$ cat src/rtl/n4_b10_down_timer.sv
// 4-digit BCD countdown timer. A loaded value counts down to 0000, one step per
// tick while running. Reaching zero produces a one-cycle done pulse and then
// either stops or reloads the last loaded value.
module n4_b10_down_timer #(
  parameter bit AUTORELOAD = 1'b0
) (
  input  logic       clock,
  input  logic       reset_,
  input  logic       load,
  input  logic [3:0] d33_d30,
  input  logic [3:0] d23_d20,
  input  logic [3:0] d13_d10,
  input  logic [3:0] d03_d00,
  input  logic       start,
  input  logic       stop,
  input  logic       tick,
  output logic [3:0] q33_q30,
  output logic [3:0] q23_q20,
  output logic [3:0] q13_q10,
  output logic [3:0] q03_q00,
  output logic       running,
  output logic       done
);

  typedef enum logic [1:0] {StIdle, StRun, StPause} state_e;

  state_e state_q, state_d;

  // Digit 3 is thousands, digit 0 is units.
  logic [3:0][3:0] cnt_q, cnt_d;
  logic [3:0][3:0] rld_q, rld_d;
  logic [3:0][3:0] load_val;
  logic [3:0][3:0] dec_val;
  logic            borrow;
  logic            done_q, done_d;
  logic            running_q;
  logic            cnt_zero;
  logic            dec_zero;
  logic            rld_zero;

  function automatic logic [3:0] clamp9(input logic [3:0] d);
    return (d > 4'd9) ? 4'd9 : d;
  endfunction

  // Clamp load digits and form the BCD decrement of the current count.
  always_comb begin
    load_val[3] = clamp9(d33_d30);
    load_val[2] = clamp9(d23_d20);
    load_val[1] = clamp9(d13_d10);
    load_val[0] = clamp9(d03_d00);
    borrow      = 1'b1;
    dec_val     = cnt_q;
    for (int i = 0; i < 4; i++) begin
      if (borrow) begin
        if (cnt_q[i] == 4'd0) begin
          dec_val[i] = 4'd9;
        end else begin
          dec_val[i] = cnt_q[i] - 4'd1;
          borrow     = 1'b0;
        end
      end
    end
  end

  assign cnt_zero = (cnt_q == '0);
  assign dec_zero = (dec_val == '0);
  assign rld_zero = (rld_q == '0);

  // State, count, reload and registered status outputs.
  always_ff @(posedge clock or negedge reset_) begin
    if (!reset_) begin
      state_q   <= StIdle;
      cnt_q     <= '0;
      rld_q     <= '0;
      done_q    <= 1'b0;
      running_q <= 1'b0;
    end else begin
      state_q   <= state_d;
      cnt_q     <= cnt_d;
      rld_q     <= rld_d;
      done_q    <= done_d;
      running_q <= (state_d == StRun);
    end
  end

  // Next-state and datapath decisions; stop always beats start and tick.
  always_comb begin
    state_d = state_q;
    cnt_d   = cnt_q;
    rld_d   = rld_q;
    done_d  = 1'b0;
    unique case (state_q)
      StIdle: begin
        if (load) begin
          cnt_d = load_val;
          rld_d = load_val;
        end else if (start && !stop && !cnt_zero) begin
          state_d = StRun;
        end
      end
      StRun: begin
        if (stop) begin
          state_d = StPause;
        end else if (tick) begin
          if (dec_zero) begin
            done_d = 1'b1;
            // A zero reload value would restart at 0000, so it stops instead.
            if (AUTORELOAD && !rld_zero) begin
              cnt_d = rld_q;
            end else begin
              cnt_d   = '0;
              state_d = StIdle;
            end
          end else begin
            cnt_d = dec_val;
          end
        end
      end
      StPause: begin
        if (load) begin
          cnt_d   = load_val;
          rld_d   = load_val;
          state_d = StIdle;
        end else if (start && !stop) begin
          state_d = StRun;
        end
      end
      default: state_d = StIdle;
    endcase
  end

  // Drive the ports straight from registers.
  always_comb begin
    q33_q30 = cnt_q[3];
    q23_q20 = cnt_q[2];
    q13_q10 = cnt_q[1];
    q03_q00 = cnt_q[0];
    running = running_q;
    done    = done_q;
  end

endmodule

$ cat config.mk
export PLATFORM = sky130hd
export DESIGN_NAME = n4_b10_down_timer
export DESIGN_NICKNAME = d
export VERILOG_FILES = /design/src/rtl/n4_b10_down_timer.sv
export SDC_FILE = /design/constraint.sdc
export NUM_CORES = 1
export LEC_CHECK = 0
export CAP_MARGIN = 20
export CORE_UTILIZATION = 37
export DETAILED_ROUTE_END_ITERATION = 10
export GPL_TIMING_DRIVEN = 0
export MAX_ROUTING_LAYER = met4
export PLACE_DENSITY = 0.65
export SLEW_MARGIN = 20
export SYNTH_ARGS = -nofsm -noshare
export SYNTH_HDL_FRONTEND = slang
export SYNTH_SLANG_ARGS = --single-unit
$ cat constraint.sdc
create_clock -name clock -period 1.8 [get_ports clock]
set_input_delay 0.27 -clock clock [delete_from_list [all_inputs] [get_ports clock]]
set_output_delay 0.27 -clock clock [all_outputs]
set_load 0.01 [all_outputs]
==> results of run 1 <==
==> worst min-delay path by stage <==
stage	startpoint	end	cells after the start	slack [ns]
global placement	state_q[1]	state_q[1]	1	0.53
CTS	reset_	q03_q00[2]	1	0.55
floorplan	reset_	done	0	-0.03
finish	reset_	q03_q00[2]	1	0.52
global route	q23_q20[0]	q23_q20[0]	1	0.59
detailed placement	q23_q20[0]	q23_q20[0]	1	0.54
==> registers in the layout, summed over array words and instances (netlist names) <==
register  cells
q03_q00       4
q13_q10       4
q23_q20       4
q33_q30       4
state_q       2
done          1
running       1
==> cells in the final DEF, fill, tap and decap left out, drive strengths merged, types with 2 or more instances in the layout <==
| cell type | count |
|---|---|
| clkdlybuf4s50 | 39 |
| nor2 | 25 |
| dfrtp | 20 |
| o21ai | 20 |
| nand2 | 15 |
| a21oi | 12 |
| buf | 10 |
| clkbuf | 9 |
| nor3 | 6 |
| inv | 4 |
| o21a | 4 |
| nand4 | 3 |
| a32oi | 3 |
| o22ai | 3 |
| a31oi | 3 |
| nor2b | 3 |
| nand3b | 3 |
| nor4 | 3 |
| and2 | 2 |
| nand2b | 2 |
| o31ai | 2 |
| nor3b | 2 |
| nand3 | 2 |
| o311ai | 2 |
| a221oi | 2 |
==> critical path: cells and delay by family (launching register included) <==
family | cells | cell delay, ns
AND/OR/NAND/NOR | 3 | 0.61
flip-flops | 1 | 0.39
AO/OA/AOI/OAI | 3 | 0.40
buffers and inverters | 2 | 0.28
==> Yosys cell counts (all sizes together) (2+ instances only) <==
| master | number |
|---|---|
| a21oi | 12 |
| a221oi | 2 |
| a31oi | 3 |
| a32oi | 3 |
| and2 | 2 |
| buf | 5 |
| clkbuf | 3 |
| dfrtp | 20 |
| inv | 4 |
| nand2 | 15 |
| nand2b | 2 |
| nand3 | 2 |
| nand3b | 3 |
| nand4 | 3 |
| nor2 | 25 |
| nor2b | 3 |
| nor3 | 6 |
| nor3b | 2 |
| nor4 | 3 |
| o21a | 4 |
| o21ai | 20 |
| o22ai | 3 |
| o311ai | 2 |
| o31ai | 2 |
==> stage by stage <==
| stage | TNS, ns | hold slack [ns] | instance area (sq um) | util, % | std cells |
|---|---|---|---|---|---|
| finish | -0.00126 | 0.522 | 2020 | 58.7 | 261 |
| global route | -0.561 | 0.589 | 2020 | 58.7 | 261 |
| CTS | -0.00980 | 0.550 | 1900 | 55.3 | 255 |
| detailed placement | -3.02 | 0.536 | 1820 | 53.0 | 250 |
| global placement | -2.72 | 0.526 | 1820 | 53.0 | 250 |
| floorplan | 0 | -0.0256 | 1380 | - | 165 |
==> power by group through the flow <==
stage / sequential (mW) / clock (mW) / combinational, mW
6_report: 0.661 / 0.356 / 0.643
5_1_grt: 0.675 / 0.388 / 0.695
4_1_cts: 0.643 / 0.367 / 0.588
3_5_place_dp: 0.649 / 0 / 0.578
3_3_place_gp: 0.647 / 0 / 0.578
2_1_floorplan: 0.658 / 0 / 0.285
==> cell families after synthesis <==
kind of cell / share of synthesized area [%]
compound gates: 27.8
xor+xnor: 0.636
buf+inv: 4.27
flops: 36.4
mux: 0.818
simple gates: 30.1
==> area by class of cell <==
class / instances / area (sq um)
inverter: 4 / 15.0
tap: 46 / 57.6
clock buffer: 4 / 55.1
sequential: 20 / 507
timing repair buffer: 46 / 443
buffer: 8 / 48.8
fill: 305 / 1420
multi-input combinational: 133 / 895
==> metal layers <==
layer,GRT usage (%),share of wire (%)
met3,3.10,7.1
met2,32.4,47
met1,29.4,45
met4,8.72,1.3
met5,-,0
==> what timing repair did <==
action / 4_1_cts / 5_1_grt
pin swaps: 1 / 5
endpoints found under the setup margin: 13 / 18
gates resized for setup: 4 / 23
setup buffers: 1 / 6
==> reports/metrics.csv, run 1 <==
stage;metric;value;unit
place;dp_slack;-0.287;ns
synth;ys_seq_area_share;36.4;%
critical_path;cp-end-kind;flop;
power_and_ir_drop;p_int;1.05;mW
critical_path;r2r_setup_slack;-0.001;ns
timing;finalCritPeriodShare;100;%
critical_path;worst-setup-path-type;flop to flop;
synth;synth_top_area_share;36.4;%
layout;drive_gt1_share;20.9;%
timing;fin_ws;-0.00126;ns
timing;rsz0062_at_grt;true;
critical_path;worstReg2RegEnd;q33_q30[2];
global_route;grt_overflow_total;0;
timing;drv_slew;0;
timing;relSlewSlack;38.2;%
detailed_routing;via_per_inst;5.75;
run_status;status;finished with violations;
timing;hold_violations;0;
detailed_routing;drc;0;
place;dpl.hpwl;2900;microns
synth;syn_nets;187;
detailed_routing;wl_per_cell;16.2;microns
global_route;grtUsageTotal;21.8;%
power_and_ir_drop;power_density;822;mW/mm^2
critical_path;r2r_start;q03_q00[0];
critical_path;critical_path.startpoint_type;flop;
critical_path;required;1.95;ns
worst_hold_path;hold_path.class;input pin to async pin;
layout;syn2layout_area_growth;46.8;%
die;die_w;63.0;microns
detailed_routing;routed_wl;4220;microns
place;globalplace.congestion;0.941;
timing;setup_violations;1;
cts;cts_max_path_buffers;2;
place;portBuffers;39;
synth;avgSynthCellArea;8.34;sq um
die;rows;21;
critical_path;arrival;1.95;ns
die;coreArea;0.00344;sq mm
power_and_ir_drop;total_power;1.66;mW
global_route;grt_pass1_wl;6660;microns
cts;clock-sinks;20;
layout;num-nets-final;238;
die;die_area;0.00397;sq mm
cts;clk_latency;0.26;ns
cts;path_clk_slew;0.08;ns
global_route;antenna_found_initial;0;
timing;min_period;1.80;ns
run_status;violations;setup timing;
power_and_ir_drop;comb_power_share;38.7;%
critical_path;cp_max_fo;8;
cts;cts_max_level;1;
power_and_ir_drop;p_seq_share;39.8;%
die;start_util;40.0;%
critical_path;cpPeakStageDelay;0.39;ns
synth;synth-async-reset-ratio;100;%
synth;yosysUniqueCellTypes;52;
timing;fmax;555;MHz
critical_path;reg2reg_depth;8;
cts;cts_root_buffer;clkbuf_8;
layout;diodes;0;
synth;synthCells;165;
global_route;grt_max_degree;21;
die;num_io_pins;40;
detailed_routing;vias;1500;
cts;postCtsHoldBufs;0;
run;drv_cap;0;
detailed_routing;drtIter0Drc;125;
synth;yosys-top-cells-area;dfrtp_1 (36%), nor2_1 (6.5%), o21ai_0 (5.5%), a21oi_1 (4.4%), nand2_1 (4.1%);
detailed_routing;first_pass_iters;4;
critical_path;cpMostUsedCell;o21ai_1;
power_and_ir_drop;p_clk_share;21.4;%
detailed_routing;postRouteAntennaNets;0;
power_and_ir_drop;power.switching;0.606;mW
synth;yosys_most_used_dff;dfrtp_1;
critical_path;critPathSlowestCell;dfrtp_1;
timing;tightestPinTransition;0.923;ns
synth;synth_edf_count;0;
global_route;grt_pass1_vias;1424;
power_and_ir_drop;switching_share;36.5;%
critical_path;cp_cell_sequence;buf_6 > nor4_4 > and4b_2 > buf_4 > nand2_4 > o21a_1 > o21ai_1 > o21ai_1;
power_and_ir_drop;p_leak;0.752;nW
power_and_ir_drop;ir_drop;0.000402;V
synth;mappedNetlistArea;0.00138;sq mm
critical_path;crit_path_end;q33_q30[2];
synth;synth_top_cell_by_area;dfrtp_1;
critical_path;crit_start;q03_q00[0];
synth;ys_ff_latch;20;
timing;skew;0.00190;ns
die;die_y;63.0;microns
cts;cts_buffers;3;
cts;cts_tree;done;
synth;yosys_warnings;0;
Power figures use the tool's default switching activity.
==> run 2: changes to the inputs <==
Settings changed: PLACE_DENSITY 0.65 to 0.66.
==> run 2 against run 1 <==
Compared with the run above:
- hold slack improved by 0.0012 ns
- clock power fell by 2%
- global-route usage shrank 0.62 points
- cell count grew 1.1%
- clock skew is 0.0023 ns higher
- register-to-register slack worse by 0.03 ns
- largest cell class unchanged
- the flow still finishes with violations (setup timing)
==> reports/metrics.csv, run 2 (synthesis gave the netlist of run 1 again) <==
stage;metric;value;unit;change
timing;rsz0062_at_grt;true;;
layout;drive_gt1_share;22.5;%;+1.5 points
power_and_ir_drop;power_density;818;mW/mm^2;-0.51%
timing;setup_violations;3;;+2
detailed_routing;vias;1516;;+1.1%
critical_path;arrival;1.98;ns;+0.03 ns
detailed_routing;postRouteAntennaNets;0;;unchanged
power_and_ir_drop;total_power;1.67;mW;+0.84%
die;die_w;63.0;microns;unchanged
power_and_ir_drop;power.switching;0.606;mW;about the same
layout;stdcell_area;0.00205;sq mm;+1.4%
critical_path;worstReg2RegEnd;q23_q20[0];;
layout;layout_common_cells;clkdlybuf4s50_1 (39), nor2_1 (23), dfrtp_1 (16), buf_4 (13), nand2_1 (13);;
critical_path;critical_path.startpoint_type;flop;;
critical_path;r2r_start;q03_q00[0];;
place;dpl.hpwl;2880;microns;-0.50%
layout;num-nets-final;241;;+1.3%
cts;cts_tree;done;;
run_status;status;finished with violations;;
place;portBuffers;39;;unchanged
critical_path;required;1.95;ns;about the same
detailed_routing;drtIter0Drc;103;;-18%
power_and_ir_drop;ir_drop;0.000496;V;+23%
power_and_ir_drop;p_seq_share;39.2;%;-0.6 points
critical_path;cp-end-kind;flop;;
die;die_area;0.00397;sq mm;unchanged
cts;clk_latency;0.26;ns;about the same
die;coreArea;0.00344;sq mm;unchanged
timing;hold_violations;0;;unchanged
layout;num-fill-cells;314;;+3.0%
timing;min_period;1.83;ns;+0.0318 ns
layout;utilization;59.5;%;+0.80 points
layout;layout_commonest_cell;clkdlybuf4s50_1;;
die;die_y;63.0;microns;unchanged
power_and_ir_drop;switching_share;36.2;%;-0.29 points
place;globalplace.congestion;0.920;;-2.3%
timing;whs;0.523;ns;+0.00118 ns
layout;stdcell_count;264;;+1.1%
cts;clock-sinks;20;;unchanged
place;place_area;0.00182;sq mm;unchanged
layout;layout.area.seq;505;sq um;-0.25%
global_route;grt_pass1_vias;1394;;-2.1%
die;rows;21;;unchanged
power_and_ir_drop;p_int;1.07;mW;+1.3%
timing;drv_slew;0;;unchanged
timing;fmax;546;MHz;-1.7%
layout;syn2layout_area_growth;48.8;%;
timing;finalCritPeriodShare;102;%;+1.8 points
power_and_ir_drop;p_clk_share;20.9;%;-0.5 points
cts;cts_buffers;3;;unchanged
die;num_io_pins;40;;unchanged
critical_path;reg2reg_depth;7;;-1
global_route;grt_pass1_wl;6430;microns;-3.4%
cts;cts_root_buffer;clkbuf_8;;
detailed_routing;first_pass_iters;4;;unchanged
place;dp_cells;250;;unchanged
detailed_routing;wl_per_cell;16.2;microns;+0.32%
global_route;grt_max_degree;21;;unchanged
timing;tightestPinTransition;0.926;ns;+0.00248 ns
global_route;grtUsageTotal;21.1;%;-0.62 points
power_and_ir_drop;comb_power_share;39.9;%;+1.2 points
global_route;grt_overflow_total;0;;unchanged
cts;cts_max_level;1;;unchanged
critical_path;worst-setup-path-type;flop to flop;;
timing;skew;0.00417;ns;+0.00227 ns
run_status;violations;setup timing;;
detailed_routing;routed_wl;4280;microns;+1.5%
timing;relSlewSlack;38.1;%;-0.17 points
cts;cts_max_path_buffers;2;;unchanged
detailed_routing;drc;0;;unchanged
worst_hold_path;hold_path.class;input pin to async pin;;
timing;fin_ws;-0.0330;ns;-0.0318 ns
die;start_util;40.0;%;unchanged
global_route;antenna_found_initial;0;;unchanged
layout;diodes;0;;unchanged
critical_path;r2r_setup_slack;-0.03;ns;-0.03 ns
run;drv_cap;0;;unchanged
power_and_ir_drop;p_leak;0.762;nW;+1.3%
critical_path;cp_max_fo;8;;unchanged
layout;multi_input_comb_area;901;sq um;+0.70%
cts;path_clk_slew;0.08;ns;about the same
detailed_routing;via_per_inst;5.74;;about the same
-- run 2: cell count changes in the layout (fill, tap and decap cells not counted), sizes merged --
cell / before / now
buf: 10 / 15
clkbuf: 9 / 7
-- run 2: timing repair --
| action | CTS | global route |
|---|---|---|
| pin swaps | 1 | 6 |
| hold buffers | 0 | 0 |
| setup buffers | 2 | 8 |
| endpoints found under the setup margin | 13 | 17 |
| gates resized for setup | 10 | 19 |
-- run 2: metrics by stage --
step	TNS (ns)	worst slack, ns
CTS	-0.0230	-0.0145
global placement	-2.83	-0.275
detailed placement	-3.21	-0.320
floorplan	0	0.0769
global route	-0.606	-0.0938
finish	-0.0625	-0.0330
-- run 2: layout make-up --
| class | count | share of cell area (%) |
|---|---|---|
| buffer | 8 | 2.38 |
| clock buffer | 4 | 2.69 |
| inverter | 4 | 0.733 |
| multi-input combinational | 133 | 44.0 |
| sequential | 20 | 24.7 |
| tap | 46 | 2.81 |
| timing repair buffer | 49 | 22.7 |
-- run 2: power by group through the flow --
stage | combinational (mW) | clock (mW) | sequential [mW]
2_1_floorplan | 0.285 | 0 | 0.658
3_3_place_gp | 0.579 | 0 | 0.645
3_5_place_dp | 0.583 | 0 | 0.646
4_1_cts | 0.610 | 0.361 | 0.642
5_1_grt | 0.722 | 0.376 | 0.668
6_report | 0.668 | 0.350 | 0.656
-- run 2: how the worst max path moves through the flow --
| stage | start | endpoint | slack (ns) | cells after the start |
|---|---|---|---|---|
| 2_1_floorplan | q03_q00[0] | q13_q10[0] | 0.08 | 5 |
| 3_3_place_gp | stop | q13_q10[2] | -0.28 | 7 |
| 3_5_place_dp | stop | q13_q10[2] | -0.32 | 7 |
| 4_1_cts | q03_q00[0] | state_q[0] | -0.01 | 7 |
| 5_1_grt | q03_q00[0] | q23_q20[0] | -0.09 | 7 |
| 6_report | q03_q00[0] | q23_q20[0] | -0.03 | 7 |
-- run 2: worst max-delay path, cell delays in order (launching register included) --
cell	delay (ns)
dfrtp_1	0.39
buf_6	0.15
or4_4	0.56
nor3_4	0.15
nand3_2	0.11
nand2_1	0.08
o21ai_1	0.08
a21o_1	0.20
-- run 2: per-layer routing --
metal | GRT usage, % | part of all wire [%] | vias up
met5 | - | 0 | -
met2 | 31.2 | 48 | 68
met1 | 28.0 | 45 | 728
met4 | 8.14 | 0.77 | 0
li1 | - | - | 716
met3 | 4.56 | 6.7 | 4
==> run 3: changes to the inputs <==
Clock period 1.8 ns to 1.7 ns, I/O delays scaled along.
==> run 3 against run 2 <==
Compared with the run above:
- the flow still finishes with violations (setup timing)
- final area grew 5.4%
- clock-buffer cell count is the same
- largest power group unchanged
- die area is the same
- register-to-register slack lost 0.06 ns
- global-route usage grew 2.1 points
- critical endpoint is now state_q[0]
- maximum frequency grew 2.0%
- critical path depth shrank 1
==> reports/metrics.csv, run 3 (synthesis gave the netlist of run 1 again) <==
stage;metric;value;unit;change
layout;layout_common_cells;clkdlybuf4s50_1 (39), nor2_1 (21), buf_4 (19), nand2_1 (13), dfrtp_1 (13);;
critical_path;cp_cell_sequence;nor4_4 > and4b_2 > a21oi_2 > nand3b_4 > nor3_4 > o21ai_1;;
cts;clock-sinks;20;;unchanged
power_and_ir_drop;power_density;859;mW/mm^2;+5.1%
timing;skew;0.00649;ns;+0.00231 ns
global_route;antenna_found_initial;0;;unchanged
die;start_util;40.0;%;unchanged
critical_path;cp_max_fo;5;;-3
place;dpl.hpwl;2980;microns;+3.5%
detailed_routing;drc;0;;unchanged
place;place_area;0.00182;sq mm;unchanged
critical_path;reg2reg_depth;6;;-1
layout;drive_gt1_share;27.4;%;+5.0 points
cts;clk_latency;0.25;ns;about the same
die;die_area;0.00397;sq mm;unchanged
layout;layout_commonest_cell;clkdlybuf4s50_1;;
die;num_io_pins;40;;unchanged
timing;setup_violations;5;;+2
die;die_y;63.0;microns;unchanged
timing;rsz0062_at_grt;true;;
global_route;grt_max_degree;21;;unchanged
global_route;grt_pass1_vias;1482;;+6.3%
layout;num-nets-final;249;;+3.3%
timing;tightestPinTransition;0.956;ns;+0.0301 ns
detailed_routing;routed_wl;4430;microns;+3.3%
timing;fin_setup_tns;-0.303;ns;-0.240 ns
place;dp_cells;250;;unchanged
layout;stdcell_count;272;;+3.0%
place;globalplace.congestion;0.903;;-1.8%
layout;syn2layout_area_growth;56.9;%;
critical_path;required;1.83;ns;-0.12 ns
timing;min_period;1.80;ns;-0.0353 ns
power_and_ir_drop;ir_drop;0.000428;V;-14%
critical_path;arrival;1.92;ns;-0.06 ns
timing;relSlewSlack;36.1;%;-2.0 points
power_and_ir_drop;p_leak;0.829;nW;+8.9%
timing;finalCritPeriodShare;106;%;+3.9 points
place;dp_slack;-0.370;ns;-0.0501 ns
timing;drv_slew;0;;unchanged
cts;cts_max_level;1;;unchanged
place;portBuffers;39;;unchanged
global_route;grt_pass1_wl;7120;microns;+11%
worst_hold_path;hold_path.class;input pin to async pin;;
die;coreArea;0.00344;sq mm;unchanged
detailed_routing;wl_per_cell;16.3;microns;+0.28%
critical_path;r2r_setup_slack;-0.1;ns;-0.06 ns
critical_path;cp-end-kind;flop;;
detailed_routing;via_per_inst;5.90;;+2.7%
cts;postCtsHoldBufs;0;;unchanged
cts;cts_tree;done;;
cts;cts_root_buffer;clkbuf_8;;
timing;hold_violations;0;;unchanged
timing;fin_ws;-0.0977;ns;-0.0647 ns
layout;stdcell_area;0.00216;sq mm;+5.4%
layout;diodes;0;;unchanged
run;drv_cap;0;;unchanged
critical_path;critPathSlowestCell;dfrtp_2;;
detailed_routing;postRouteAntennaNets;0;;unchanged
detailed_routing;drtIter0Drc;136;;+32%
die;die_w;63.0;microns;unchanged
critical_path;worst-setup-path-type;flop to flop;;
timing;fmax;556;MHz;+2.0%
cts;cts_buffers;3;;unchanged
critical_path;critical_path.startpoint_type;flop;;
run_status;status;finished with violations;;
critical_path;r2r_start;q13_q10[2];;
cts;path_clk_slew;0.08;ns;about the same
global_route;grt_overflow_total;0;;unchanged
detailed_routing;first_pass_iters;5;;+1
critical_path;cpPeakStageDelay;0.46;ns;-0.10 ns
global_route;grtUsageTotal;23.3;%;+2.1 points
cts;cts_max_path_buffers;2;;unchanged
detailed_routing;vias;1604;;+5.8%
critical_path;worstReg2RegEnd;state_q[0];;
layout;num-fill-cells;306;;-2.5%
die;rows;21;;unchanged
run_status;violations;setup timing;;
## run 3: worst max-delay path: cells and delay by family (launching register included)
kind            cells  cell delay (ns)
simple gates        4             1.05
flops               1             0.46
compound gates      2             0.16
## run 3: cell type report
| class | instances | area, sq um | share of cell area (%) |
|---|---|---|---|
| inverter | 4 | 15.0 | 0.695 |
| multi-input combinational | 133 | 936 | 43.3 |
| timing repair buffer | 57 | 538 | 24.9 |
| buffer | 8 | 48.8 | 2.26 |
| clock buffer | 4 | 55.1 | 2.55 |
| tap | 46 | 57.6 | 2.67 |
| sequential | 20 | 509 | 23.6 |
## run 3: how the worst max path moves through the flow
| stage | from | slack (ns) | cells past startpoint | endpoint |
|---|---|---|---|---|
| final | q13_q10[2] | -0.1 | 6 | state_q[0] |
| after global routing | q03_q00[0] | -0.20 | 7 | q23_q20[0] |
| after CTS | q03_q00[0] | -0.07 | 7 | q23_q20[0] |
| after detailed placement | stop | -0.37 | 7 | q13_q10[2] |
| after global placement | stop | -0.36 | 7 | q13_q10[2] |
| after floorplan | q03_q00[0] | -0.01 | 7 | q23_q20[0] |
## run 3: power by group
group / leakage (nW) / total (mW) / switching, mW / internal [mW]
sequential: 0.237 / 0.685 / 0.127 / 0.558
combinational: 0.564 / 0.813 / 0.388 / 0.425
clock: 0.0288 / 0.357 / 0.151 / 0.206
## run 3: routing by layer
metal,part of all wire (%),global-route usage (%)
met3,8.7,3.10
met1,43,31.3
met4,2.4,8.14
met5,0,-
met2,46,35.8
## run 3: per-stage QoR
step / hold slack, ns / util, % / total power, mW
2_1_floorplan: -0.0406 / - / 0.998
3_3_place_gp: 0.525 / 53.0 / 1.30
3_5_place_dp: 0.520 / 53.0 / 1.31
4_1_cts: 0.554 / 60.4 / 1.82
5_1_grt: 0.585 / 62.7 / 1.96
6_report: 0.531 / 62.7 / 1.85
## run 3: repair_timing
item / CTS / global route
buffers inserted: 14 / 4
pin swaps: 10 / 5
endpoints found under the setup margin: 19 / 19
gates resized for setup: 24 / 16
